## src/rtl/grb_pkg.sv

```systemverilog
// Shared types and helpers for the GRB frame scheduler.
//   state_t          scheduler FSM states
//   grb_t            one LED colour {G,R,B}
//   encode_num_leds  chain length (clamped to 1..5) -> shipper length code
package grb_pkg;

    localparam int unsigned NUM_LEDS_MAX = 5;
    localparam int unsigned GRB_W        = 24;
    localparam int unsigned FRAME_W      = NUM_LEDS_MAX * GRB_W;

    typedef enum logic [1:0] {
        IDLE  = 2'd0,
        LOAD  = 2'd1,
        SHIP  = 2'd2,
        LATCH = 2'd3
    } state_t;

    typedef struct packed {
        logic [7:0] g;
        logic [7:0] r;
        logic [7:0] b;
    } grb_t;

    // 0 is treated as 1 and anything above 5 as 5 before encoding.
    function automatic logic [2:0] encode_num_leds(input logic [2:0] count);
        case (count)
            3'd0, 3'd1: return 3'b000;
            3'd2:       return 3'b001;
            3'd3:       return 3'b011;
            3'd4:       return 3'b111;
            default:    return 3'b100;
        endcase
    endfunction

endpackage

```

## src/rtl/grb_interval_timer.sv

```systemverilog
// Loadable down-counter that stops at zero.
//   clk, reset_n   clock, async active-low reset (count resets to INIT)
//   load, load_val synchronous reload (has priority over en)
//   en             decrement while nonzero
//   done_c         count is at its terminal value (zero)
module grb_interval_timer #(
    parameter int unsigned     WIDTH = 8,
    parameter logic [WIDTH-1:0] INIT = '0
) (
    input  logic             clk,
    input  logic             reset_n,
    input  logic             load,
    input  logic             en,
    input  logic [WIDTH-1:0] load_val,
    output logic             done_c
);

    logic [WIDTH-1:0] count;

    always_ff @(posedge clk or negedge reset_n) begin
        if (!reset_n) begin
            count <= INIT;
        end else if (load) begin
            count <= load_val;
        end else if (en && (count != '0)) begin
            count <= count - WIDTH'(1);
        end
    end

    assign done_c = (count == '0);

endmodule

```

## src/rtl/grb_frame_scheduler.sv

```systemverilog
// Frame scheduler for a WS2812-style GRB chain of up to 5 LEDs.
// Keeps a host-written shadow buffer, snapshots it into frame_data at frame
// start, kicks the shipper, waits for completion (with timeout) and holds the
// line low for the latch interval. Frames come from host requests or refresh.
//   wr_en/wr_addr/wr_data  shadow buffer write port (addresses 5..7 ignored)
//   num_leds               chain length, sampled in LOAD
//   refresh_en             periodic refresh enable
//   update_req/update_ack  host frame request and completion pulse
//   ship_grb/ship_done     shipper start pulse and completion pulse
//   frame_data             active frame, LED0 in the top 24 bits
//   num_leds_enc           shipper length code
//   busy                   not in IDLE
//   err_timeout            sticky shipper timeout flag
module grb_frame_scheduler
    import grb_pkg::*;
#(
    parameter int unsigned LATCH_CYCLES   = 5000,
    parameter int unsigned REFRESH_CYCLES = 1666667,
    parameter int unsigned TIMEOUT_CYCLES = 8192
) (
    input  logic               clk,
    input  logic               reset_n,
    input  logic               wr_en,
    input  logic [2:0]         wr_addr,
    input  logic [GRB_W-1:0]   wr_data,
    input  logic [2:0]         num_leds,
    input  logic               refresh_en,
    input  logic               update_req,
    output logic               update_ack,
    output logic               ship_grb,
    input  logic               ship_done,
    output logic [FRAME_W-1:0] frame_data,
    output logic [2:0]         num_leds_enc,
    output logic               busy,
    output logic               err_timeout
);

    localparam int unsigned LAT_W = (LATCH_CYCLES   > 1) ? $clog2(LATCH_CYCLES)   : 1;
    localparam int unsigned TMO_W = (TIMEOUT_CYCLES > 1) ? $clog2(TIMEOUT_CYCLES) : 1;
    localparam int unsigned REF_W = (REFRESH_CYCLES > 1) ? $clog2(REFRESH_CYCLES) : 1;

    state_t state, state_nxt;
    logic   req_pend, ref_pend, serving_req;
    logic   lat_done_c, tmo_done_c, ref_done_c, tmo_expire_c;

    // shadow[4] holds LED0 so the packed array maps straight onto frame_data.
    grb_t [NUM_LEDS_MAX-1:0] shadow;

    // Latch timer: preloaded outside LATCH, counts down LATCH_CYCLES cycles inside it.
    grb_interval_timer #(.WIDTH(LAT_W)) u_latch_timer (
        .clk      (clk),
        .reset_n  (reset_n),
        .load     (state != LATCH),
        .en       (state == LATCH),
        .load_val (LAT_W'(LATCH_CYCLES - 1)),
        .done_c   (lat_done_c)
    );

    // Ship timeout: preloaded outside SHIP, expires on the TIMEOUT_CYCLES-th SHIP cycle.
    grb_interval_timer #(.WIDTH(TMO_W)) u_timeout_timer (
        .clk      (clk),
        .reset_n  (reset_n),
        .load     (state != SHIP),
        .en       (state == SHIP),
        .load_val (TMO_W'(TIMEOUT_CYCLES - 1)),
        .done_c   (tmo_done_c)
    );

    // Refresh timer: held full while disabled, fires every REFRESH_CYCLES enabled cycles.
    grb_interval_timer #(
        .WIDTH (REF_W),
        .INIT  (REF_W'(REFRESH_CYCLES - 1))
    ) u_refresh_timer (
        .clk      (clk),
        .reset_n  (reset_n),
        .load     (!refresh_en || ref_done_c),
        .en       (refresh_en),
        .load_val (REF_W'(REFRESH_CYCLES - 1)),
        .done_c   (ref_done_c)
    );

    // State register.
    always_ff @(posedge clk or negedge reset_n) begin
        if (!reset_n) begin
            state <= IDLE;
        end else begin
            state <= state_nxt;
        end
    end

    // Next-state logic; ship_done wins over a timeout in the same cycle.
    always_comb begin
        state_nxt    = state;
        tmo_expire_c = 1'b0;
        case (state)
            IDLE:    if (req_pend || ref_pend) state_nxt = LOAD;
            LOAD:    state_nxt = SHIP;
            SHIP: begin
                if (ship_done) begin
                    state_nxt = LATCH;
                end else if (tmo_done_c) begin
                    tmo_expire_c = 1'b1;
                    state_nxt    = LATCH;
                end
            end
            LATCH:   if (lat_done_c) state_nxt = IDLE;
            default: state_nxt = IDLE;
        endcase
    end

    // Shadow buffer, pending flags, frame snapshot and registered outputs.
    // New requests/expiries in the LOAD cycle win over LOAD's clear.
    always_ff @(posedge clk or negedge reset_n) begin
        if (!reset_n) begin
            shadow       <= '0;
            req_pend     <= 1'b0;
            ref_pend     <= 1'b0;
            serving_req  <= 1'b0;
            frame_data   <= '0;
            num_leds_enc <= 3'b000;
            ship_grb     <= 1'b0;
            update_ack   <= 1'b0;
            busy         <= 1'b0;
            err_timeout  <= 1'b0;
        end else begin
            if (wr_en && (wr_addr < 3'(NUM_LEDS_MAX))) begin
                shadow[3'(NUM_LEDS_MAX - 1) - wr_addr] <= grb_t'(wr_data);
            end

            if (update_req) begin
                req_pend <= 1'b1;
            end else if (state == LOAD) begin
                req_pend <= 1'b0;
            end

            if (!refresh_en) begin
                ref_pend <= 1'b0;
            end else if (ref_done_c) begin
                ref_pend <= 1'b1;
            end else if (state == LOAD) begin
                ref_pend <= 1'b0;
            end

            if (state == LOAD) begin
                frame_data   <= shadow;
                num_leds_enc <= encode_num_leds(num_leds);
                serving_req  <= req_pend;
            end

            ship_grb   <= (state == LOAD);
            update_ack <= (state == LATCH) && lat_done_c && serving_req;
            busy       <= (state_nxt != IDLE);

            if (tmo_expire_c) begin
                err_timeout <= 1'b1;
            end
        end
    end

endmodule

```

## config.mk

```make
export PLATFORM = sky130hd
export DESIGN_NAME = grb_frame_scheduler
export DESIGN_NICKNAME = d
export VERILOG_FILES = /design/src/rtl/grb_pkg.sv /design/src/rtl/grb_interval_timer.sv /design/src/rtl/grb_frame_scheduler.sv
export SDC_FILE = /design/constraint.sdc
export NUM_CORES = 1
export LEC_CHECK = 0
export ABC_AREA = 1
export CORE_MARGIN = 3
export CORE_UTILIZATION = 55
export CTS_CLUSTER_SIZE = 28
export DETAILED_ROUTE_END_ITERATION = 12
export PLACE_DENSITY = 0.8
export RECOVER_POWER = 25
export SETUP_SLACK_MARGIN = 0.05
export SYNTH_ARGS = -nofsm -noshare
export SYNTH_HDL_FRONTEND = slang
export SYNTH_SLANG_ARGS = --single-unit
```

## constraint.sdc

```tcl
create_clock -name clk -period 2 [get_ports clk]
set_clock_uncertainty 0.05 [all_clocks]
set_input_delay 0.4 -clock clk [delete_from_list [all_inputs] [get_ports clk]]
set_output_delay 0.4 -clock clk [all_outputs]
set_load 0.05 [all_outputs]
```

* Yosys cells after proc, flatten, opt, wreduce, memory -nomap -nowiden
Cells that the tools add are included.
** Word-level totals
- Register bits :: 299
- Latch bits :: 0
- RAM bits :: 0
- ROM bits :: 0
- Input port bits :: 36
- Output and inout port bits :: 127
- Memories :: 0
** Operators by class
- Add/subtract/negate cells :: 4
- $mul :: 0
- Div/mod/pow operators :: 0
- Magnitude comparators :: 3
- Equal/unequal tests :: 10
- Shift-type cells :: 0
- Multiplexer cells :: 22
- Bitwise operators :: 0
- Reduce and logical (&&, ||, !) cells :: 24
** Operators with widths (count)
- 120-bit bitwise mux :: 1
- 24-bit demux with 3-bit select :: 1
- 13-bit 2-to-1 mux :: 4
- 21-bit 2-to-1 mux :: 2
- 13-bit zero test :: 2
- 13-bit nonzero test :: 2
- 13-bit by 1-bit subtractor with 13-bit output (second input constant) :: 2
- 24-bit 2-to-1 mux :: 1
- 21-bit zero test :: 1
- 21-bit nonzero test :: 1
- 21-bit by 1-bit subtractor with 21-bit output (second input constant) :: 1
- 3-bit case mux with 4 select lines :: 1
- 2-bit nonzero test :: 5
- 2-bit 2-to-1 mux :: 4
- 2-bit case mux with 4 select lines :: 1
- 1-bit logical AND :: 7
- 1-bit 2-to-1 mux :: 7
- 3-bit by 2-bit equality test with 1-bit output (second input constant) :: 2
- 2-bit equality test (second input constant) :: 2
- 3-bit by 4-bit < comparator with 1-bit output (second input constant) :: 1
- 2-bit != test (second input constant) :: 2
- 3-bit by 1-bit equality test with 1-bit output (second input constant) :: 1
- 3-bit equality test (second input constant) :: 1
- 3-bit by 1-bit greater-or-equal comparator with 1-bit output (second input constant) :: 1
- other kinds (9) :: 10

* Depth between registers and ports, before layout
Gate-level depths: netlist of the first run.
- Depth after elaboration :: 6
- Depth in mapped cells :: 10
- Gate-level depth less buffers :: 9

* Cells and area by module
From an unflattened synthesis of the first run, not the netlist that was laid out.
** Second synthesis, totals
- Cell total of the unflattened synthesis :: 1656
- Area, all modules :: 13799.5 um^2
** Modules (own cells, without submodules)
- grb_frame_scheduler :: times used 1, cells each 1105, area each 10157.2 um^2, sequential area each 6306.0 um^2
- grb_interval_timer (u_latch_timer ...) :: times used 2, cells each 152, area each 1011.0 um^2, sequential area each 325.3 um^2
- grb_interval_timer (u_refresh_timer) :: times used 1, cells each 247, area each 1620.3 um^2, sequential area each 540.5 um^2

* Worst setup path after synthesis of the first run
OpenSTA, ideal clock, no wires.
- Path kind :: input-to-reg
- From :: input wr_addr[0]
- To :: register shadow[113] (netlist name)
- Setup time :: 130 ps
- Arrival time :: 1424 ps
- Setup slack :: 395 ps
- Cell stages on the path :: 8
- Path buffers :: 2
- Cell sequence :: inv_2 ha_1 xor2_1 nand4_1 buf_6 buf_6 nand2_1 o21ai_1
** Between the ends
- Cells in the longest elaborated chain, start to end :: 6
- Elaborated cells between the ends (all ways) :: 9
- Classes of those cells :: 1 x add/sub; 3 x order compare; 3 x mux; 2 x reduce/logical
** RTL lines
- start: declaration :: line grb_frame_scheduler.sv:24 : input logic [2:0] wr_addr,
- 3-bit subtractor :: line grb_frame_scheduler.sv:127 : shadow[3'(NUM_LEDS_MAX - 1) - wr_addr] <= grb_t'(wr_data);
- 3-bit by 4-bit < comparator with 1-bit output (implied by the code) / 3-bit by 1-bit greater-or-equal comparator with 1-bit output (equally long branches) :: line grb_frame_scheduler.sv:127
- 1-bit logical AND (implied by the code) :: line grb_frame_scheduler.sv:127
- 24-bit 2-to-1 mux (implied by the code) :: line grb_frame_scheduler.sv:127
- 24-bit demux with 3-bit select :: line grb_frame_scheduler.sv:127
- 120-bit bitwise mux :: line grb_frame_scheduler.sv:127
- end signal: indexed assignment :: line grb_frame_scheduler.sv:127
- end: declaration :: line grb_frame_scheduler.sv:47 : grb_t [NUM_LEDS_MAX-1:0] shadow;
Several ways; a longest one is shown, not always the timed one.
A chain may end at the register's enable or synchronous reset.

* Worst setup path in the final report of the first run
- From :: register frame_data[49]
- To :: output frame_data[49]
** RTL lines
- start: declaration :: line grb_frame_scheduler.sv:32 : output logic [FRAME_W-1:0] frame_data,
- start signal: assignment :: line grb_frame_scheduler.sv:145 : frame_data <= shadow;
No word-level cell between the ends.

==> results of run 1 <==
## layout by cell type, fill, tap and decap left out, types with 3 or more instances in the layout
| cell | count |
|---|---|
| sky130_fd_sc_hd__nand2_1 | 557 |
| sky130_fd_sc_hd__dfrtp_1 | 287 |
| sky130_fd_sc_hd__o21ai_0 | 112 |
| sky130_fd_sc_hd__inv_1 | 110 |
| sky130_fd_sc_hd__nor2_1 | 89 |
| sky130_fd_sc_hd__dlygate4sd2_1 | 78 |
| sky130_fd_sc_hd__buf_4 | 47 |
| sky130_fd_sc_hd__nand3_1 | 39 |
| sky130_fd_sc_hd__clkdlybuf4s50_1 | 34 |
| sky130_fd_sc_hd__clkbuf_16 | 30 |
| sky130_fd_sc_hd__o21ai_1 | 25 |
| sky130_fd_sc_hd__clkdlybuf4s15_1 | 23 |
| sky130_fd_sc_hd__o21ai_2 | 18 |
| sky130_fd_sc_hd__nand4_1 | 13 |
| sky130_fd_sc_hd__dfstp_2 | 12 |
| sky130_fd_sc_hd__clkbuf_1 | 10 |
| sky130_fd_sc_hd__xor2_1 | 9 |
| sky130_fd_sc_hd__buf_12 | 8 |
| sky130_fd_sc_hd__a21oi_1 | 7 |
| sky130_fd_sc_hd__ha_1 | 7 |
| sky130_fd_sc_hd__clkbuf_8 | 6 |
| sky130_fd_sc_hd__xnor2_1 | 5 |
| sky130_fd_sc_hd__clkinv_2 | 5 |
| sky130_fd_sc_hd__nor3_1 | 4 |
| sky130_fd_sc_hd__nor2_4 | 3 |
| sky130_fd_sc_hd__or2_2 | 3 |
| sky130_fd_sc_hd__bufinv_16 | 3 |
## sequential cells by signal, summed over array words and instances (netlist names)
register	flops
frame_data	120
shadow	120
u_refresh_timer.count	21
u_latch_timer.count	13
u_timeout_timer.count	13
num_leds_enc	3
state	2
busy	1
err_timeout	1
ref_pend	1
req_pend	1
serving_req	1
ship_grb	1
update_ack	1
## layout make-up
class                   count  area share, %
multi-input cells         906          26.41
diodes                      1        0.01659
flip-flops and latches    299          49.71
clock inverters            10         0.9209
clock buffers              44          5.724
repair buffers            198          12.08
inverters                 114          2.854
well taps                 275          2.281
## cells in the mapped netlist, drive strengths merged
library cell  count  area, um2
dfrtp           287       7182
a21oi             7      35.03
buf              35      259.0
dfstp            12      315.3
a21boi            2      26.28
a31oi             1      6.260
o21bai            1      7.510
nor3              4      20.02
or2               4      25.03
nand4            13      81.33
ha                7      87.58
nor2             94      370.3
and3              1      6.260
o21ai           155      843.3
inv             113      424.2
clkbuf           20      75.07
clkinv            1      3.750
nand3b            2      15.01
a21o              1      7.510
xnor2             5      43.79
o211ai            1      7.510
nand3            41      205.2
xor2              9      78.83
nand2           558       2097
## worst max-delay path by stage
stage,slack [ns],depth (start not counted),to
floorplan,0.40,8,shadow[113]
global placement,-0.19,10,shadow[74]
finish,0.06,1,frame_data[49]
detailed placement,-0.21,10,shadow[72]
CTS,0.02,1,frame_data[49]
global route,0.04,1,frame_data[49]
## cell families after synthesis
kind of cell,after synthesis,synth area share (%)
AO/OA/AOI/OAI,168,7.637
adder cells (fa/ha/maj),7,0.7165
buffers and inverters,169,6.234
XOR/XNOR,14,1.003
flip-flops,299,61.34
AND/OR/NAND/NOR,717,23.07
## through the flow
step	worst slack, ns	power [mW]	cells	area, um2	TNS, ns
final	0.06081	23.43	1847	15080	0
after CTS	0.01998	23.57	1846	15110	0
after detailed placement	-0.2053	18.44	1791	14220	-18.01
after global routing	0.03981	24.69	1847	15080	0
after global placement	-0.1905	18.21	1791	14220	-15.32
after floorplan	0.3951	15.05	1374	12220	0
## power by group through the flow
stage | sequential, mW | combinational (mW) | clock, mW
2_1_floorplan | 12.4 | 2.63 | 0
3_3_place_gp | 9.07 | 9.14 | 0
3_5_place_dp | 9.12 | 9.32 | 0
4_1_cts | 9.03 | 8.81 | 5.73
5_1_grt | 9.25 | 9.48 | 5.96
6_report | 9.04 | 8.75 | 5.64
## metal layers
layer	part of all wire, %	wire length [um]
met4	2.9	834
met5	0	0
met1	43	12190
met3	7.4	2103
met2	47	13390
## what timing repair did
action	4_1_cts	5_1_grt
hold endpoints to repair	34	0
pin swaps	0	0
resized for setup	105	22
cloned	0	0
setup endpoints to repair	102	22
hold buffers	1	0
==> impl_metrics.env, run 1 <==
export IMPL_finalCritPeriodShare_pct=96.96
export IMPL_number_of_levels_the_h_tree_was_split_into=1
export IMPL_ctsRootBufferMaster="sky130_fd_sc_hd__clkbuf_16"
export IMPL_path_delay_family="buffers and inverters"
export IMPL_grt_most_used_layer="met2"
export IMPL_ys_warnings_count=0
export IMPL_layout_area_overhead_vs_synth_pct=23.39
export IMPL_dr_pass1_iters=5
export IMPL_synth_net_count=1417
export IMPL_power_leakage_nw=7.805
export IMPL_timing_critical_path_required_ns=1.55
export IMPL_p_per_area_mw_per_mm2=1554
export IMPL_hold_viol=0
export IMPL_cts_buffers_inserted=30
export IMPL_critPathLaunchType="flop"
export IMPL_gpl_final_weighted_congestion=0.8740
export IMPL_core_area_mm2=0.02142
export IMPL_setup_viol=0
export IMPL_gr_usage_all_layers_pct=24.18
export IMPL_ys_seq_area_share_pct=61.34
export IMPL_vias=9595
export IMPL_final_seq_area_mm2=0.007497
export IMPL_multi_input_comb_area_mm2=0.003984
export IMPL_worst_hold_slack_ns=0.2973
export IMPL_dp_hpwl_um=19580
export IMPL_r2r_setup_slack_ns=0.29
export IMPL_yosysUniqueCellTypes=35
export IMPL_grt_first_pass_wirelength_um=47860
export IMPL_dieArea_mm2=0.02405
export IMPL_initial_core_util_pct=57.07
export IMPL_share_comb_of_total_power_pct=37.3
export IMPL_timing_critical_path_buf_inv=1
export IMPL_slew_limit_headroom_pct=35.74
export IMPL_cts_tree="built"
export IMPL_synth_area_mm2=0.01222
export IMPL_crit_path_cell_trace="clkdlybuf4s15_1"
export IMPL_total_switching_power_mw=9.837
export IMPL_status="completed"
export IMPL_post_layout_nets=1592
export IMPL_max_freq_ghz=0.5157
export IMPL_number_of_antenna_violations_at_the_first_check_in_global_routing=1
export IMPL_power_report_internal_total_mw=13.60
export IMPL_timing_worst_slew_pin_value_ns=0.9639
export IMPL_drv_slew=0
export IMPL_reg2reg_from="u_latch_timer.count[0]"
export IMPL_postLayoutCoreUtil_pct=70.41
export IMPL_end_kind="output pin"
export IMPL_critical_path_max_stage_delay_ns=0.52
export IMPL_drt_iter0_markers=752
export IMPL_cts_path_max_buffers=3
export IMPL_critPathLaunch="frame_data[49]"
export IMPL_clkPwrFrac_pct=24.1
export IMPL_hold_wc_path_type="primary input to asynchronous set/reset pin"
export IMPL_portbufs=162
export IMPL_die_width_um=155.1
export IMPL_route_detailed_vias_per_inst=5.195
export IMPL_clk_transition_reported_paths_ns=0.06
export IMPL_share_seq_of_total_power_pct=38.6
export IMPL_avgSynthCellArea_um2=8.896
export IMPL_drt_wl_total_um=28520
export IMPL_post_cts_buffers=0
export IMPL_grt_pass1_vias=9365
export IMPL_die_height_um=155.1
export IMPL_r2r_end="u_latch_timer.count[6]"
export IMPL_worst_skew_pair_late_latency_ns=0.55
export IMPL_n_fill_cell=1638
export IMPL_fp_row_count=53
export IMPL_average_wire_length_per_cell_after_detail_routing_um=15.44
export IMPL_grt_max_degree=94
export IMPL_ant_nets=0
export IMPL_cap_violations=0
export IMPL_grtUsageMet1_pct=35.49
export IMPL_postSynthRegisterBits=299
export IMPL_boundaryPins=163
export IMPL_share_of_layout_cells_above_drive_strength_1_pct=9.612
export IMPL_cts_sink_count=299
export IMPL_timing_final_crit_period_ns=1.939
export IMPL_rsz_0062_raised_after_global_routing="yes"
export IMPL_worst_r2r_path_depth=7
export IMPL_irDropWorstVdd_mv=0.9589
export IMPL_crit_arrival_ns=1.49
export IMPL_synthesis_instances=1374
export IMPL_crit_fanout=2
export IMPL_grt_use_met2_pct=37.98
export IMPL_worstSetupPathType="flop to output pin"
export IMPL_detailed_route_drc_error_count=0
export IMPL_gr_usage_met3_pct=3.672
export IMPL_power_switching_share_pct=41.98
export IMPL_grt_overflow_total=0
export IMPL_critical_path_slowest_cell="sky130_fd_sc_hd__clkdlybuf4s15_1"
(Power assumes the default switching activity.)
==> run 2: changes to the inputs <==
- CORE_MARGIN: 3 -> not set
==> impl_metrics.env, run 2 (same netlist as run 1, synthesis figures left out) <==
export IMPL_boundaryPins=163
export IMPL_grtUsageMet1_pct=36.43
export IMPL_largest_registers="frame_data (120), shadow (120), u_refresh_timer.count (21)"
export IMPL_number_of_levels_the_h_tree_was_split_into=1
export IMPL_cts_buffers_inserted=30
export IMPL_worstSetupPathType="flop to output pin"
export IMPL_power_leakage_nw=7.845
export IMPL_dp_hpwl_um=18960
export IMPL_post_layout_nets=1590
export IMPL_non_filler_cells_in_the_finished_layout=1849
export IMPL_die_height_um=151.1
export IMPL_crit_arrival_ns=1.46
export IMPL_gr_usage_all_layers_pct=26.45
export IMPL_status="completed"
export IMPL_drt_wl_total_um=28660
export IMPL_ant_nets=0
export IMPL_critical_path_slowest_cell="sky130_fd_sc_hd__dlygate4sd2_1"
export IMPL_path_delay_family="buffers and inverters"
export IMPL_drt_iter0_markers=642
export IMPL_cts_sink_count=299
export IMPL_number_of_antenna_violations_at_the_first_check_in_global_routing=0
export IMPL_grt_max_degree=95
export IMPL_slew_limit_headroom_pct=33.96
export IMPL_grt_most_used_layer="met2"
export IMPL_timing_final_crit_period_ns=1.915
export IMPL_place_inst=1794
export IMPL_end_kind="output pin"
export IMPL_grt_use_met2_pct=42.84
export IMPL_hold_viol=0
export IMPL_irDropWorstVdd_mv=1.040
export IMPL_crit_fanout=2
export IMPL_max_freq_ghz=0.5223
export IMPL_timing_worst_slew_pin_value_ns=0.9906
export IMPL_hold_wc_path_type="primary input to asynchronous set/reset pin"
export IMPL_clk_transition_reported_paths_ns=0.06
export IMPL_critPathLaunchType="flop"
export IMPL_vias=9677
export IMPL_critical_path_max_stage_delay_ns=0.54
export IMPL_grt_overflow_total=0
export IMPL_dr_pass1_iters=7
export IMPL_most_common_cell_after_layout_fill_and_taps_aside="sky130_fd_sc_hd__nand2_1"
export IMPL_rsz_0062_raised_after_global_routing="yes"
export IMPL_cts_tree="built"
export IMPL_antenna_diode_count=0
export IMPL_ctsRootBufferMaster="sky130_fd_sc_hd__clkbuf_16"
export IMPL_cap_violations=0
export IMPL_fp_row_count=54
export IMPL_finalCritPeriodShare_pct=95.73
export IMPL_timing_critical_path_required_ns=1.55
export IMPL_grt_first_pass_wirelength_um=47470
export IMPL_p_per_area_mw_per_mm2=1584
export IMPL_worst_skew_pair_late_latency_ns=0.56
export IMPL_dieArea_mm2=0.02282
export IMPL_drv_slew=0
export IMPL_initial_core_util_pct=56.01
export IMPL_setup_viol=0
export IMPL_core_area_mm2=0.02182
export IMPL_gpl_final_weighted_congestion=0.8460
export IMPL_layout_common_cells="557 x sky130_fd_sc_hd__nand2_1, 287 x sky130_fd_sc_hd__dfrtp_1, 112 x sky130_fd_sc_hd__o21ai_0, 110 x sky130_fd_sc_hd__inv_1, 89 x sky130_fd_sc_hd__nor2_1"
export IMPL_p_total_mw=24.06
export IMPL_worst_hold_slack_ns=0.2684
export IMPL_layout_area_overhead_vs_synth_pct=24.22
export IMPL_detailed_route_drc_error_count=0
export IMPL_route_detailed_vias_per_inst=5.234
export IMPL_share_of_layout_cells_above_drive_strength_1_pct=10.20
export IMPL_die_width_um=151.1
export IMPL_cts_path_max_buffers=3
export IMPL_portbufs=162
export IMPL_timing_critical_path_buf_inv=1
export IMPL_crit_path_cell_trace="dlygate4sd2_1"
export IMPL_gr_usage_met3_pct=4.639
export IMPL_grt_pass1_vias=9654
export IMPL_average_wire_length_per_cell_after_detail_routing_um=15.50
run 2: cell type report:
class                           count  area (um2)
Clock buffer                       38       830.8
Clock inverter                     16       269.0
Fill cell                        1671        6640
Inverter                          114       430.4
Multi-Input combinational cell    906        3984
Sequential cell                   299        7497
Tap cell                          280       350.3
Timing Repair Buffer              196        1822
run 2: routing by layer:
layer / wire, um / vias to the layer above
li1: - / 4630
met2: 13560 / 308
met4: 785 / 0
met1: 12340 / 4690
met5: 0 / -
met3: 1976 / 49
run 2: path summary, 6_finish.rpt:
kind                                          start                   endpoint  slack, ns  cells after the start
min in group clk           u_refresh_timer.count[0]   u_refresh_timer.count[0]       0.37                      1
max                                  frame_data[93]             frame_data[93]       0.09                      1
max reg2reg                u_refresh_timer.count[0]  u_refresh_timer.count[16]       0.28                      7
min                                         reset_n             frame_data[11]       0.27                      2
max in group asynchronous                   reset_n  u_timeout_timer.count[10]       0.39                      3
min reg2reg                u_refresh_timer.count[0]   u_refresh_timer.count[0]       0.37                      1
run 2: stage by stage:
stage	setup TNS (ns)	worst slack (ns)	utilization, %	area (um2)
floorplan	0	0.3951	-	12220
global placement	-17.13	-0.2213	65.31	14250
detailed placement	-20.14	-0.2421	65.31	14250
CTS	0	0.03040	69.85	15240
global route	0	0.04140	69.57	15180
finish	0	0.08549	69.57	15180
run 2: repair_timing:
action,in CTS,in global routing
endpoints found under the hold margin,29,0
hold buffers,1,0
cloned,0,0
endpoints found under the setup margin,99,27
buffers inserted,0,0
resized for setup,102,30
run 2: power by group:
| group | internal, mW | switching, mW | total, mW |
|---|---|---|---|
| clock | 3.83 | 2.33 | 6.16 |
| combinational | 2.35 | 6.52 | 8.88 |
| sequential | 7.94 | 1.08 | 9.02 |
